<file path="config.mk">
export PLATFORM = sky130hd
export DESIGN_NAME = bram_dma_flat
export DESIGN_NICKNAME = d
export VERILOG_FILES = /design/src/rtl/bram_dma_pkg.sv /design/src/rtl/bram_dma_if.sv /design/src/rtl/bram_dma_ctr.sv /design/src/rtl/bram_dma.sv /design/src/flat_wrapper.sv
export SDC_FILE = /design/constraint.sdc
export NUM_CORES = 1
export LEC_CHECK = 0
export BUFFER_PORTS_ARGS = -buffer_cell sky130_fd_sc_hd__buf_2
export CAP_MARGIN = 25
export CORE_UTILIZATION = 51
export CTS_CLUSTER_DIAMETER = 120
export DETAILED_ROUTE_END_ITERATION = 8
export PLACE_DENSITY = 0.85
export SLEW_MARGIN = 20
export SYNTH_ARGS = -nofsm -noshare
export SYNTH_HDL_FRONTEND = slang
export SYNTH_SLANG_ARGS = --single-unit
</file>
<file path="constraint.sdc">
create_clock -name i_clk -period 4.31 [get_ports i_clk]
set_input_delay 0.2155 -clock i_clk [delete_from_list [all_inputs] [get_ports i_clk]]
set_output_delay 0.2155 -clock i_clk [all_outputs]
set_load 0.005 [all_outputs]
</file>
<file path="src/rtl/bram_dma_pkg.sv">
// bram_dma_pkg: shared types and constants for the bram_dma block-move engine.
//   - state_e     : engine FSM states
//   - WordIdxW    : RAM word-index width (512 words)
//   - ByteAddrW   : RAM byte-address width
//   - CntW        : transfer word-count width (0..512)
//   - WE_ALL      : full-word byte-enable mask
//   - word_to_byte: word index -> word-aligned byte address
package bram_dma_pkg;

  localparam int unsigned WordIdxW  = 9;
  localparam int unsigned ByteAddrW = 11;
  localparam int unsigned CntW      = 10;

  localparam logic [3:0] WE_ALL = 4'hF;

  typedef enum logic [2:0] {
    StIdle = 3'd0,
    StRd   = 3'd1,
    StWr   = 3'd2,
    StFill = 3'd3,
    StDone = 3'd4
  } state_e;

  function automatic logic [ByteAddrW-1:0] word_to_byte(input logic [WordIdxW-1:0] idx);
    return {idx, 2'b00};
  endfunction

endpackage

</file>
<file path="src/rtl/bram_dma_if.sv">
// bram_dma_if: request/grant RAM bus shared by the DMA engine and the system bus mux.
//   mem_req  : initiator wants the bus
//   mem_gnt  : bus granted to the initiator this cycle
//   mem_sel  : RAM select
//   mem_we   : byte write enables
//   mem_addr : byte address, word aligned
//   mem_wdat : write data
//   mem_rdat : read data, valid one clock after the read address
// Modports: master (DMA engine), slave (arbiter/RAM side).
interface bram_dma_if;
  import bram_dma_pkg::*;

  logic                 mem_req;
  logic                 mem_gnt;
  logic                 mem_sel;
  logic [3:0]           mem_we;
  logic [ByteAddrW-1:0] mem_addr;
  logic [31:0]          mem_wdat;
  logic [31:0]          mem_rdat;

  modport master (
    output mem_req,
    output mem_sel,
    output mem_we,
    output mem_addr,
    output mem_wdat,
    input  mem_gnt,
    input  mem_rdat
  );

  modport slave (
    input  mem_req,
    input  mem_sel,
    input  mem_we,
    input  mem_addr,
    input  mem_wdat,
    output mem_gnt,
    output mem_rdat
  );

endinterface

</file>
<file path="src/rtl/bram_dma_ctr.sv">
// bram_dma_ctr: loadable 9-bit word pointer that wraps from 511 to 0.
//   i_clk      : clock
//   i_rst_n    : synchronous active-low reset
//   i_load     : load i_load_val (has priority over i_inc)
//   i_load_val : value to load
//   i_inc      : advance pointer by one
//   o_ptr_nxt  : pointer value that will be held after the coming edge
module bram_dma_ctr
  import bram_dma_pkg::*;
(
  input  logic                i_clk,
  input  logic                i_rst_n,
  input  logic                i_load,
  input  logic [WordIdxW-1:0] i_load_val,
  input  logic                i_inc,
  output logic [WordIdxW-1:0] o_ptr_nxt
);

  logic [WordIdxW-1:0] r_ptr;
  logic [WordIdxW-1:0] w_ptr_nxt;

  always_comb begin
    w_ptr_nxt = r_ptr;
    if (i_load) begin
      w_ptr_nxt = i_load_val;
    end else if (i_inc) begin
      // Natural 9-bit overflow gives the 511 -> 0 wrap.
      w_ptr_nxt = r_ptr + 1'b1;
    end
  end

  always_ff @(posedge i_clk) begin
    if (!i_rst_n) begin
      r_ptr <= '0;
    end else begin
      r_ptr <= w_ptr_nxt;
    end
  end

  // The owner registers its bus address from this, so it must be the post-edge value.
  assign o_ptr_nxt = w_ptr_nxt;

endmodule

</file>
<file path="src/rtl/bram_dma.sv">
// bram_dma: block-move engine for the 512x32 block RAM. Copies len words from src to dst
// (ascending, wrapping) or fills len words at dst with fill_val.
//   i_clk      : system clock
//   i_rst_n    : synchronous active-low reset
//   i_start    : one-cycle command pulse, accepted only when idle
//   i_fill     : 1 = fill, 0 = copy
//   i_src      : copy source word index
//   i_dst      : destination word index
//   i_len      : word count 0..512
//   i_fill_val : fill data
//   o_busy     : command in progress
//   o_done     : one-cycle completion pulse
//   io_mem     : RAM bus (bram_dma_if.master)
// Build option: define BRAM_DMA_FILL_EN to include fill mode; otherwise every command copies.
module bram_dma
  import bram_dma_pkg::*;
(
  input  logic                i_clk,
  input  logic                i_rst_n,
  input  logic                i_start,
  input  logic                i_fill,
  input  logic [WordIdxW-1:0] i_src,
  input  logic [WordIdxW-1:0] i_dst,
  input  logic [CntW-1:0]     i_len,
  input  logic [31:0]         i_fill_val,
  output logic                o_busy,
  output logic                o_done,
  bram_dma_if.master          io_mem
);

  state_e                r_state;
  state_e                w_state_nxt;
  logic                  r_zlen;
  logic                  w_zlen_nxt;
  logic [CntW-1:0]       r_cnt;
  logic [CntW-1:0]       w_cnt_nxt;

  logic                  w_load;
  logic                  w_src_inc;
  logic                  w_dst_inc;
  logic                  w_cap;
  logic                  w_fill_req;
  logic                  w_gnt;

  logic [WordIdxW-1:0]   w_src_nxt;
  logic [WordIdxW-1:0]   w_dst_nxt;

  logic                  r_req;
  logic                  r_sel;
  logic [3:0]            r_we;
  logic [ByteAddrW-1:0]  r_addr;
  logic [31:0]           r_wdat;
  logic                  r_busy;
  logic                  r_done;

  logic                  w_active_nxt;
  logic                  w_write_nxt;
  logic                  w_done_nxt;
  logic                  w_busy_nxt;
  logic [ByteAddrW-1:0]  w_addr_nxt;
  logic [31:0]           w_wdat_nxt;

  assign w_gnt = io_mem.mem_gnt;

`ifdef BRAM_DMA_FILL_EN
  assign w_fill_req = i_fill;
`else
  assign w_fill_req = 1'b0;
  logic w_unused;
  assign w_unused = ^{i_fill, i_fill_val};
`endif

  bram_dma_ctr u_src_ctr (
    .i_clk      (i_clk),
    .i_rst_n    (i_rst_n),
    .i_load     (w_load),
    .i_load_val (i_src),
    .i_inc      (w_src_inc),
    .o_ptr_nxt  (w_src_nxt)
  );

  bram_dma_ctr u_dst_ctr (
    .i_clk      (i_clk),
    .i_rst_n    (i_rst_n),
    .i_load     (w_load),
    .i_load_val (i_dst),
    .i_inc      (w_dst_inc),
    .o_ptr_nxt  (w_dst_nxt)
  );

  // Next-state logic. Without grant every branch holds state, pointers and count.
  always_comb begin
    w_state_nxt = r_state;
    w_zlen_nxt  = r_zlen;
    w_cnt_nxt   = r_cnt;
    w_load      = 1'b0;
    w_src_inc   = 1'b0;
    w_dst_inc   = 1'b0;
    w_cap       = 1'b0;
    unique case (r_state)
      StIdle: begin
        if (i_start) begin
          w_load    = 1'b1;
          w_cnt_nxt = i_len;
          if (i_len == '0) begin
            w_state_nxt = StDone;
            w_zlen_nxt  = 1'b1;
          end else if (w_fill_req) begin
            w_state_nxt = StFill;
          end else begin
            w_state_nxt = StRd;
          end
        end
      end
      StRd: begin
        if (w_gnt) begin
          w_state_nxt = StWr;
          w_cap       = 1'b1;
        end
      end
      StWr: begin
        if (w_gnt) begin
          w_src_inc   = 1'b1;
          w_dst_inc   = 1'b1;
          w_cnt_nxt   = r_cnt - 1'b1;
          w_state_nxt = (r_cnt == CntW'(1)) ? StDone : StRd;
        end
      end
      StFill: begin
        if (w_gnt) begin
          w_dst_inc   = 1'b1;
          w_cnt_nxt   = r_cnt - 1'b1;
          w_state_nxt = (r_cnt == CntW'(1)) ? StDone : StFill;
        end
      end
      StDone: begin
        // A zero-length command idles one extra cycle here so done lands two clocks
        // after start, without ever touching the bus.
        if (r_zlen) begin
          w_zlen_nxt = 1'b0;
        end else begin
          w_state_nxt = StIdle;
        end
      end
      default: begin
        w_state_nxt = StIdle;
        w_zlen_nxt  = 1'b0;
      end
    endcase
  end

  // Outputs are registered from the next state so they line up with the state they describe.
  always_comb begin
    w_active_nxt = (w_state_nxt == StRd) || (w_state_nxt == StWr) || (w_state_nxt == StFill);
    w_write_nxt  = (w_state_nxt == StWr) || (w_state_nxt == StFill);
    w_done_nxt   = (w_state_nxt == StDone) && !w_zlen_nxt;
    w_busy_nxt   = (w_state_nxt != StIdle) && !w_done_nxt;

    w_addr_nxt = '0;
    if (w_state_nxt == StRd) begin
      w_addr_nxt = word_to_byte(w_src_nxt);
    end else if (w_write_nxt) begin
      w_addr_nxt = word_to_byte(w_dst_nxt);
    end

    // The write register loads read data exactly once per word, so a grant gap in WR
    // cannot corrupt it. In fill mode it doubles as the latched fill value.
    w_wdat_nxt = r_wdat;
    if (w_cap) begin
      w_wdat_nxt = io_mem.mem_rdat;
    end
`ifdef BRAM_DMA_FILL_EN
    else if (w_load && i_fill) begin
      w_wdat_nxt = i_fill_val;
    end
`endif
  end

  always_ff @(posedge i_clk) begin
    if (!i_rst_n) begin
      r_state <= StIdle;
      r_zlen  <= 1'b0;
      r_cnt   <= '0;
      r_req   <= 1'b0;
      r_sel   <= 1'b0;
      r_we    <= '0;
      r_addr  <= '0;
      r_wdat  <= '0;
      r_busy  <= 1'b0;
      r_done  <= 1'b0;
    end else begin
      r_state <= w_state_nxt;
      r_zlen  <= w_zlen_nxt;
      r_cnt   <= w_cnt_nxt;
      r_req   <= w_active_nxt;
      r_sel   <= w_active_nxt;
      r_we    <= w_write_nxt ? WE_ALL : 4'h0;
      r_addr  <= w_addr_nxt;
      r_wdat  <= w_wdat_nxt;
      r_busy  <= w_busy_nxt;
      r_done  <= w_done_nxt;
    end
  end

  // Select and write strobes are qualified by grant so the RAM is never driven without
  // bus ownership; the held request keeps asking.
  assign io_mem.mem_req  = r_req;
  assign io_mem.mem_sel  = r_sel & w_gnt;
  assign io_mem.mem_we   = r_we & {4{w_gnt}};
  assign io_mem.mem_addr = r_addr;
  assign io_mem.mem_wdat = r_wdat;

  assign o_busy = r_busy;
  assign o_done = r_done;

endmodule

</file>
<file path="src/flat_wrapper.sv">
// flat-port wrapper written by rule: the top's interface ports become plain ports
module bram_dma_flat import bram_dma_pkg::*;
  (i_clk, i_rst_n, i_start, i_fill, i_src, i_dst, i_len, i_fill_val, o_busy, o_done, io_mem_mem_req, io_mem_mem_sel, io_mem_mem_we, io_mem_mem_addr, io_mem_mem_wdat, io_mem_mem_gnt, io_mem_mem_rdat);
  bram_dma_if io_mem_i ();
  input  logic i_clk;
  input  logic i_rst_n;
  input  logic i_start;
  input  logic i_fill;
  input  logic [WordIdxW-1:0] i_src;
  input  logic [WordIdxW-1:0] i_dst;
  input  logic [CntW-1:0] i_len;
  input  logic [31:0] i_fill_val;
  output logic o_busy;
  output logic o_done;
  output wire logic [$bits(io_mem_i.mem_req)-1:0] io_mem_mem_req;
  output wire logic [$bits(io_mem_i.mem_sel)-1:0] io_mem_mem_sel;
  output wire logic [$bits(io_mem_i.mem_we)-1:0] io_mem_mem_we;
  output wire logic [$bits(io_mem_i.mem_addr)-1:0] io_mem_mem_addr;
  output wire logic [$bits(io_mem_i.mem_wdat)-1:0] io_mem_mem_wdat;
  input wire logic [$bits(io_mem_i.mem_gnt)-1:0] io_mem_mem_gnt;
  input wire logic [$bits(io_mem_i.mem_rdat)-1:0] io_mem_mem_rdat;
  assign io_mem_mem_req = io_mem_i.mem_req;
  assign io_mem_mem_sel = io_mem_i.mem_sel;
  assign io_mem_mem_we = io_mem_i.mem_we;
  assign io_mem_mem_addr = io_mem_i.mem_addr;
  assign io_mem_mem_wdat = io_mem_i.mem_wdat;
  assign io_mem_i.mem_gnt = io_mem_mem_gnt;
  assign io_mem_i.mem_rdat = io_mem_mem_rdat;
  bram_dma u_core (.i_clk(i_clk), .i_rst_n(i_rst_n), .i_start(i_start), .i_fill(i_fill), .i_src(i_src), .i_dst(i_dst), .i_len(i_len), .i_fill_val(i_fill_val), .o_busy(o_busy), .o_done(o_done), .io_mem(io_mem_i));
endmodule
</file>
Word level (Yosys, flattened, before mapping) --
Index checks and enable logic that the tools add are counted.
Cells by class: add/subtract/negate cells 3, eq/ne operators 11, multiplexer cells 28, bitwise logic cells 3, reduce and logical (&&, ||, !) cells 15
Operators by type and width (count):
- $mux W9 | 4
- $mux W3 | 8
- $mux W11 | 2
- $mux W10 | 2
- $pmux W10 S2 | 1
- $add A9 B1 Y9 const B | 2
- $pmux W3 S5 | 1
- $eq A3 B2 Y1 const B | 4
- $eq A10 B1 Y1 const B | 1
- $logic_not A10 Y1 | 1
- $sub A10 B1 Y10 const B | 1
- $mux W1 | 8
- $eq A3 B1 Y1 const B | 2
- $eq A3 B3 Y1 const B | 2
- $and A4 B4 Y4 | 1
- $mux W4 | 1
- $reduce_or A2 Y1 | 2
- $logic_not A3 Y1 | 1
- $logic_or A1 B1 Y1 | 3
- $reduce_and A3 Y1 | 1
- $reduce_bool A3 Y1 | 1
- $reduce_or A3 Y1 | 1
- $logic_and A1 B1 Y1 | 2
- $logic_not A1 Y1 | 2
- 6 further kinds | 6
Storage, ports and cells: bits in registers 82, logic and storage cells 72

Logic depth before layout (Yosys ltp) --
Gate-level depths: netlist of run 1.
depth in word-level cells 8, mapped depth 8, mapped depth without buffers 7

Modules after synthesis --
A second synthesis of run 1 with hierarchy kept.
Second synthesis, totals: cell total of the unflattened synthesis 440, area, all modules 3686.0 um^2
By module, submodules not included:
- bram_dma | instances 1, cells an instance 298, area an instance 2469.9 um^2, sequential area each 1181.1 um^2
- bram_dma_ctr | instances 2, cells an instance 71, area an instance 608.1 um^2, sequential area each 180.2 um^2

Least setup slack after synthesis of run 1 --
No wires, ideal clock.
path type register -> register, start register u_core.r_state[0], end register u_core.r_addr[10] (netlist: u_core.io_mem.mem_addr[10]), arrival time 1672 ps, data required time 4193 ps, setup slack 2521 ps, stages on the path, launching flop included 7, period minus slack after synthesis 1789 ps, cells stage by stage dfxtp_1 -> or4b_4 -> buf_6 -> nor3b_1 -> and4_4 -> a211o_1 -> a22o_1
On the way: cells in the longest elaborated chain, start to end 7, elaborated cells on any way between the ends 25, those cells by class 7 x eq/ne; 15 x mux; 3 x reduce/logical
RTL lines:
- start, declared | line bram_dma.sv:31 | state_e r_state;
- start signal, assigned | line bram_dma.sv:181 | r_state <= StIdle;
- start signal, assigned | line bram_dma.sv:192 | r_state <= w_state_nxt;
- parallel branches: the longest is 6 deep, another holds $mux W11
- $mux W11 (*) | line bram_dma.sv:160 | if (w_state_nxt == StRd) begin
- end signal, assigned | line bram_dma.sv:198 | r_addr <= w_addr_nxt;
- end, declared | line bram_dma.sv:51 | logic [ByteAddrW-1:0] r_addr;
Every way passes the cells marked *. A chain may end at the register's enable or synchronous reset.

Worst setup path after layout of run 1 --
start register u_core.r_state[1], end register u_core.r_addr[10] (netlist: u_core.io_mem.mem_addr[10])
Same word-level chain as after synthesis.

==> metrics.cfg, run 1 <==
[floorplan]
die_w_um = 84.3
initial_core_util_pct = 53.5
rows = 29
io_pins = 148
dieHeight_um = 84.3
fp.dieArea_um2 = 7110
core_um2 = 6460

[setup_path]
cp_max_fo = 37
timing.rr.start = u_core.r_state[1]$_SDFF_PN0_
r2r_cells = 5
r2r-end = u_core.io_mem.mem_addr[10]$_SDFF_PN0_
critPathLaunchType = flip-flop
r2r_slack_ns = 2.04
path_class = flip-flop to flip-flop
required_ns = 4.55
arrival_ns = 2.50
cp-end-kind = flip-flop

[drt]
num_vias = 3228
drt_iter0_markers = 124
vias_per_cell = 5.46
wl_per_cell_um = 13.6
wl_mm = 8.07
drc = 8
antenna_left = 0
drt_pre_antenna_iters = 6

[sta]
finalHoldViolations = 0
holdWs_ns = 0.0970
final.setup.tns_ns = 0
slew_violations = 0
rsz0062_at_grt = false
fin_crit_sh_pct = 52.6
min_period_ns = 2.27
setup_viol = 0
slew_headroom_pct = 35.7
finalClockSkew_ns = 0.0106
max_slew.worst_pin.slew_ns = 0.964
max_freq_ghz = 0.441

[cts]
clk_pin_slew_ns = 0.08
cts_num_sinks = 77
cts_tree = done
post_cts_resized = 0
cts_hold_buf = 0
worstSkewPairLatency_ns = 0.34
htree_levels = 3
post_cts_buffers = 0
cts_root_buffer = clkbuf_8
cts_made_buffers = 9
cts_buffer_depth = 2

[synthesis]
yosysTopAreaCell = dfxtp_1
yosysSeqAreaShare_pct = 44.6
synth_flop_cell = dfxtp_1
synth_area_um2 = 3460
syn_inst = 415
yosysWarnings = 0
ys_types = 59
postSynthAreaPerCell_um2 = 8.33
postSynthRegisterBits = 77
ys_top_cells_by_area = dfxtp_1 (45%), nand2_1 (8.6%), a21oi_1 (6.9%), nor2_1 (4.3%), a22o_1 (2.3%)
ys_async_sr_fraction_pct = 0
synth_top_area_share_pct = 44.6
synth_edf_count = 0

[global_routing]
overflow = 0
grt_start_max_net_pins = 38
antenna_found_initial = 0
grt_pass1_wl_mm = 13.3
grt_util_all_layers_pct = 23.1
first_global_vias = 2909

[finish]
diodes = 0
final_nets = 610
final_common_cell = buf_2
fillers = 569
final_cell_mix = buf_2 (112), nand2_1 (79), dfxtp_1 (77)
multi_input_area_um2 = 1740
final_cell_count_no_fill = 591
seq_area_um2 = 1540
drive_above_1_share_pct = 27.6
finalInstanceArea_um2 = 4180
syn2layout_area_growth_pct = 21.0

[power]
ir_drop_mv = 0.200
cellPowerDensity_nw_per_um2 = 377
leakagePower_nw = 1.83
p_total_w = 0.00158

[placed_design]
placed_cell_area_um2 = 3970
gp_congestion = 0.884
dp.cells = 574
place_hpwl_mm = 5.85
port-buffer-count = 112

[min_path]
hold_path_end = u_core.io_mem.mem_wdat[0]$_SDFFE_PN0P_
hold_start = io_mem_mem_rdat[0]
holdCritPathClass = input port to flip-flop
min_delay_path_depth = 3

[run_status]
status = finished, violations left
violations = design-rule violations

[job]
maxCapViolations = 0

## worst max path at each step
stage / slack, ns / startpoint / depth (start not counted) / endpoint
6_report: 2.04 / u_core.r_state[1]$_SDFF_PN0_ / 5 / u_core.io_mem.mem_addr[10]$_SDFF_PN0_
2_1_floorplan: 2.52 / u_core.r_state[0]$_SDFF_PN0_ / 6 / u_core.io_mem.mem_addr[10]$_SDFF_PN0_
4_1_cts: 2.05 / u_core.r_state[1]$_SDFF_PN0_ / 5 / u_core.io_mem.mem_addr[10]$_SDFF_PN0_
3_5_place_dp: 2.06 / u_core.r_state[1]$_SDFF_PN0_ / 5 / u_core.io_mem.mem_addr[10]$_SDFF_PN0_
5_1_grt: 1.96 / u_core.r_state[1]$_SDFF_PN0_ / 5 / u_core.io_mem.mem_addr[10]$_SDFF_PN0_
3_3_place_gp: 2.11 / u_core.r_state[1]$_SDFF_PN0_ / 5 / u_core.io_mem.mem_addr[10]$_SDFF_PN0_
## metal layers
metal | GRT usage, % | routed length [µm] | vias up
li1 | - | - | 1627
met1 | 28.3 | 3410 | 1481
met2 | 39.8 | 4090 | 107
met3 | 4.72 | 440 | 13
met4 | 9.55 | 125 | 0
met5 | 0 | 0 | -
## worst max-delay path, cell delays in order (launching register included)
cell     delay, ns
dfxtp_1       0.46
or4b_4        0.81
nor3b_1       0.23
and4_4        0.24
a211o_1       0.24
a22o_1        0.18
## state kept, by name, indices dropped and copies added (netlist names)
| register | count |
|---|---|
| u_core.io_mem.mem_wdat | 32 |
| u_core.r_cnt | 10 |
| u_core.io_mem.mem_addr | 9 |
| u_core.u_dst_ctr.r_ptr | 9 |
| u_core.u_src_ctr.r_ptr | 9 |
| u_core.r_state | 3 |
| u_core.io_mem.mem_req | 1 |
| u_core.o_busy | 1 |
| u_core.o_done | 1 |
| u_core.r_we | 1 |
| u_core.r_zlen | 1 |
## cells by family after synthesis
kind of cell               count (synthesis)  synth area share (%)
and+or+nand+nor                          172                  24.3
xor gates and xnor gates                  14                  3.55
other                                      1                 0.108
AOI/OAI and AO/OA                        107                  20.2
DFF                                       77                  44.6
adders and majority gates                  4                  1.45
buffers and inverters                     38                  5.25
muxes                                      2                 0.579
## through the flow
stage	utilization (%)	setup slack [ns]
4_1_cts	64.5	2.05
3_5_place_dp	61.5	2.06
2_1_floorplan	-	2.52
6_report	64.7	2.04
3_3_place_gp	61.4	2.11
5_1_grt	64.7	1.96
## cell usage after synthesis, types with 2 or more instances
cell / number
and3_1: 4
xnor2_1: 6
dfxtp_1: 77
a22o_1: 9
o21ai_1: 10
or3_1: 2
o21ai_0: 7
o21bai_1: 2
nor3b_1: 2
buf_4: 5
a22oi_1: 2
mux2i_1: 2
nand3_1: 3
nor3_1: 3
ha_1: 4
nor4_1: 4
inv_1: 4
a21o_1: 2
buf_2: 10
nand4_1: 9
and2_1: 9
nor2_1: 40
nand2b_1: 2
a31oi_1: 3
o221a_2: 2
nor2b_1: 2
a21oi_1: 48
a211oi_1: 5
o2bb2ai_1: 2
clkbuf_1: 18
a311oi_1: 3
a2bb2oi_1: 2
xor2_1: 8
nand2_1: 79
## layout make-up
| type | instances | share of cell area [%] |
|---|---|---|
| Tap cell | 77 | 2.30 |
| Multi-Input combinational cell | 301 | 41.6 |
| Timing Repair Buffer | 116 | 14.3 |
| Inverter | 4 | 0.359 |
| Sequential cell | 77 | 36.9 |
| Clock inverter | 5 | 1.44 |
| Clock buffer | 11 | 3.14 |
## power by group
part,total [W],switching (W),internal [W]
sequential,0.000798,0.0000379,0.000761
clock,0.000529,0.000259,0.000270
combinational,0.000250,0.000137,0.000113
No activity file was read; power rests on OpenSTA's default activity.
==> run 2: changes to the inputs <==
--- a/config.mk
+++ b/config.mk
@@ -7,10 +7,10 @@
 export LEC_CHECK = 0
 export BUFFER_PORTS_ARGS = -buffer_cell sky130_fd_sc_hd__buf_2
 export CAP_MARGIN = 25
-export CORE_UTILIZATION = 51
+export CORE_UTILIZATION = 43
 export CTS_CLUSTER_DIAMETER = 120
 export DETAILED_ROUTE_END_ITERATION = 8
-export PLACE_DENSITY = 0.85
+export PLACE_DENSITY = 0.76
 export SLEW_MARGIN = 20
 export SYNTH_ARGS = -nofsm -noshare
 export SYNTH_HDL_FRONTEND = slang
==> constraint.sdc (replaced) <==
create_clock -name i_clk -period 2.05 [get_ports i_clk]
set_input_delay 0.1025 -clock i_clk [delete_from_list [all_inputs] [get_ports i_clk]]
set_output_delay 0.1025 -clock i_clk [all_outputs]
set_load 0.005 [all_outputs]
==> run 2 against run 1 <==
  * The run now ends clean
  * Highest routed layer unchanged
  * Total power increased by 130%
  * Routed wire length increased by 19%
  * Clock skew decreased by 0.0034 ns
  * Die area increased by 18%
  * Global-route usage about the same
  * Largest cell class unchanged
  * Worst setup slack got worse by 2.0 ns
  * Worst hold slack got worse by 0.086 ns
  * Sequential power increased by 110%
  * Cell count increased by 12%
==> metrics.cfg, run 2 (synthesis results as in run 1) <==
[finish]
final_cell_mix = buf_2 (112), nand2_1 (79), dfxtp_1 (75)
final_nets = 656  ; +7.5%
final_common_cell = buf_2
syn2layout_area_growth_pct = 36.4
diodes = 0  ; unchanged
largest_register_ffs = 32  ; unchanged
fin_util_pct = 60.7  ; -4.0 points
drive_above_1_share_pct = 28.9  ; +1.3 points
fillers = 703  ; +24%

[sta]
finalClockSkew_ns = 0.00720  ; -0.00337 ns
worst_slack_ns = 0.0713  ; -1.97 ns
slew_headroom_pct = 57.9  ; +22 points
max_freq_ghz = 0.505  ; +15%
slew_violations = 0  ; unchanged
finalHoldViolations = 0  ; unchanged
max_slew.worst_pin.slew_ns = 0.632  ; -0.332 ns
min_period_ns = 1.98  ; -0.290 ns
final.setup.tns_ns = 0  ; unchanged
setup_viol = 0  ; unchanged
holdWs_ns = 0.0112  ; -0.0859 ns
fin_crit_sh_pct = 96.5  ; +44 points

[drt]
drt_pre_antenna_iters = 4  ; -2
wl_mm = 9.56  ; +19%
drt_iter0_markers = 164  ; +32%
vias_per_cell = 5.23  ; -4.3%
num_vias = 3461  ; +7.2%
antenna_left = 0  ; unchanged
drc = 0  ; -8
wl_per_cell_um = 14.4  ; +5.8%

[floorplan]
core_um2 = 7770  ; +20%
rows = 32  ; +10%
io_pins = 148  ; unchanged
initial_core_util_pct = 44.5  ; -9.0 points
die_w_um = 91.7  ; +8.7%
fp.dieArea_um2 = 8400  ; +18%
dieHeight_um = 91.7  ; +8.7%

[power]
p_total_w = 0.00368  ; +130%
ir_drop_mv = 0.439  ; +120%
cellPowerDensity_nw_per_um2 = 780  ; +110%
leakagePower_nw = 2.06  ; +13%

[placed_design]
place_hpwl_mm = 6.24  ; +6.7%
gp_congestion = 0.842  ; -4.7%
port-buffer-count = 112  ; unchanged
preCtsSetupSlack_ns = 0.102  ; -1.96 ns

[job]
maxCapViolations = 0  ; unchanged

[setup_path]
path_depth = 7  ; +2
r2r_cells = 7  ; +2
arrival_ns = 2.22  ; -0.28 ns
cp_cell_sequence = inv_2, ha_1, or4b_4, nor3_4, o21ba_4, o31ai_4, a22o_1
cpMaxStageDelayCell = or4b_4
path_class = flip-flop to flip-flop
critical_path.top_delay_family = simple AND/OR/NAND/NOR gates
cp_slowest_stage_delay_ns = 0.47  ; -0.34 ns
required_ns = 2.29  ; -2.26 ns
cp-end-kind = flip-flop
crit_buf_inv = 1  ; +1
cp_max_fo = 5  ; -86%
critPathLaunchType = flip-flop

[min_path]
min_delay_path_depth = 3  ; unchanged
holdCritPathClass = input port to flip-flop

[cts]
cts_tree = done
cts_num_sinks = 77  ; unchanged
cts_buffer_depth = 2  ; unchanged
cts_root_buffer = clkbuf_8
clk_pin_slew_ns = 0.08  ; about the same
cts_made_buffers = 9  ; unchanged
worstSkewPairLatency_ns = 0.35  ; about the same
htree_levels = 3  ; unchanged

[global_routing]
grt_pass1_wl_mm = 15.4  ; +16%
first_global_vias = 3385  ; +16%
overflow = 0  ; unchanged
grt_util_all_layers_pct = 23.1  ; about the same
grt_start_max_net_pins = 33  ; -13%
antenna_found_initial = 0  ; unchanged

[run_status]
status = complete, no violations

==> run 2: per-stage QoR <==
stage / instance area, µm² / std cells
floorplan: 3460 / 416
global placement: 4090 / 610
detailed placement: 4090 / 610
CTS: 4650 / 658
global route: 4710 / 662
finish: 4710 / 662
==> run 2: final cells by class <==
| type | count | area [µm²] | area share, % |
|---|---|---|---|
| clock buffers | 10 | 128 | 2.71 |
| clock inverters | 6 | 111 | 2.36 |
| inverters | 4 | 15.0 | 0.318 |
| multi-input cells | 302 | 1780 | 37.7 |
| flip-flops and latches | 77 | 1540 | 32.7 |
| well taps | 102 | 128 | 2.71 |
| repair buffers | 161 | 1010 | 21.4 |
==> run 2: final timing paths <==
kind,from,endpoint,slack (ns)
min reg2reg,u_core.io_mem.mem_wdat[31]$_SDFFE_PN0P_,u_core.io_mem.mem_wdat[31]$_SDFFE_PN0P_,0.45
min,io_mem_mem_rdat[8],u_core.io_mem.mem_wdat[8]$_SDFFE_PN0P_,0.01
max,u_core.r_cnt[1]$_SDFFE_PN0P_,u_core.io_mem.mem_addr[9]$_SDFF_PN0_,0.07
max reg2reg,u_core.r_cnt[1]$_SDFFE_PN0P_,u_core.io_mem.mem_addr[9]$_SDFF_PN0_,0.07
==> run 2: power breakdown <==
| part | switching [W] | internal [W] | leakage (nW) |
|---|---|---|---|
| Combinational | 0.000322 | 0.000299 | 1.31 |
| Sequential | 0.0000791 | 0.00160 | 0.631 |
| Clock | 0.000570 | 0.000809 | 0.116 |
==> run 2: worst min-delay path: stages <==
cell and delay, ns:
buf_2 0.10, nand2_1 0.05, a21oi_1 0.06
==> run 2: per-layer routing <==
layer	routed length, µm	up-vias	part of all wire, %	global-route usage, %
met3	548	16	5.7	4.89
met5	0	-	0	0
met1	4050	1602	42	26.7
li1	-	1725	-	-
met2	4760	118	50	40.9
met4	203	0	2.1	10.1
==> run 2: what timing repair did <==
item	in CTS	in global routing
setup buffers	0	2
endpoints found under the hold margin	32	1
gates resized for setup	0	8
setup endpoints to repair	0	7
hold buffers	32	1
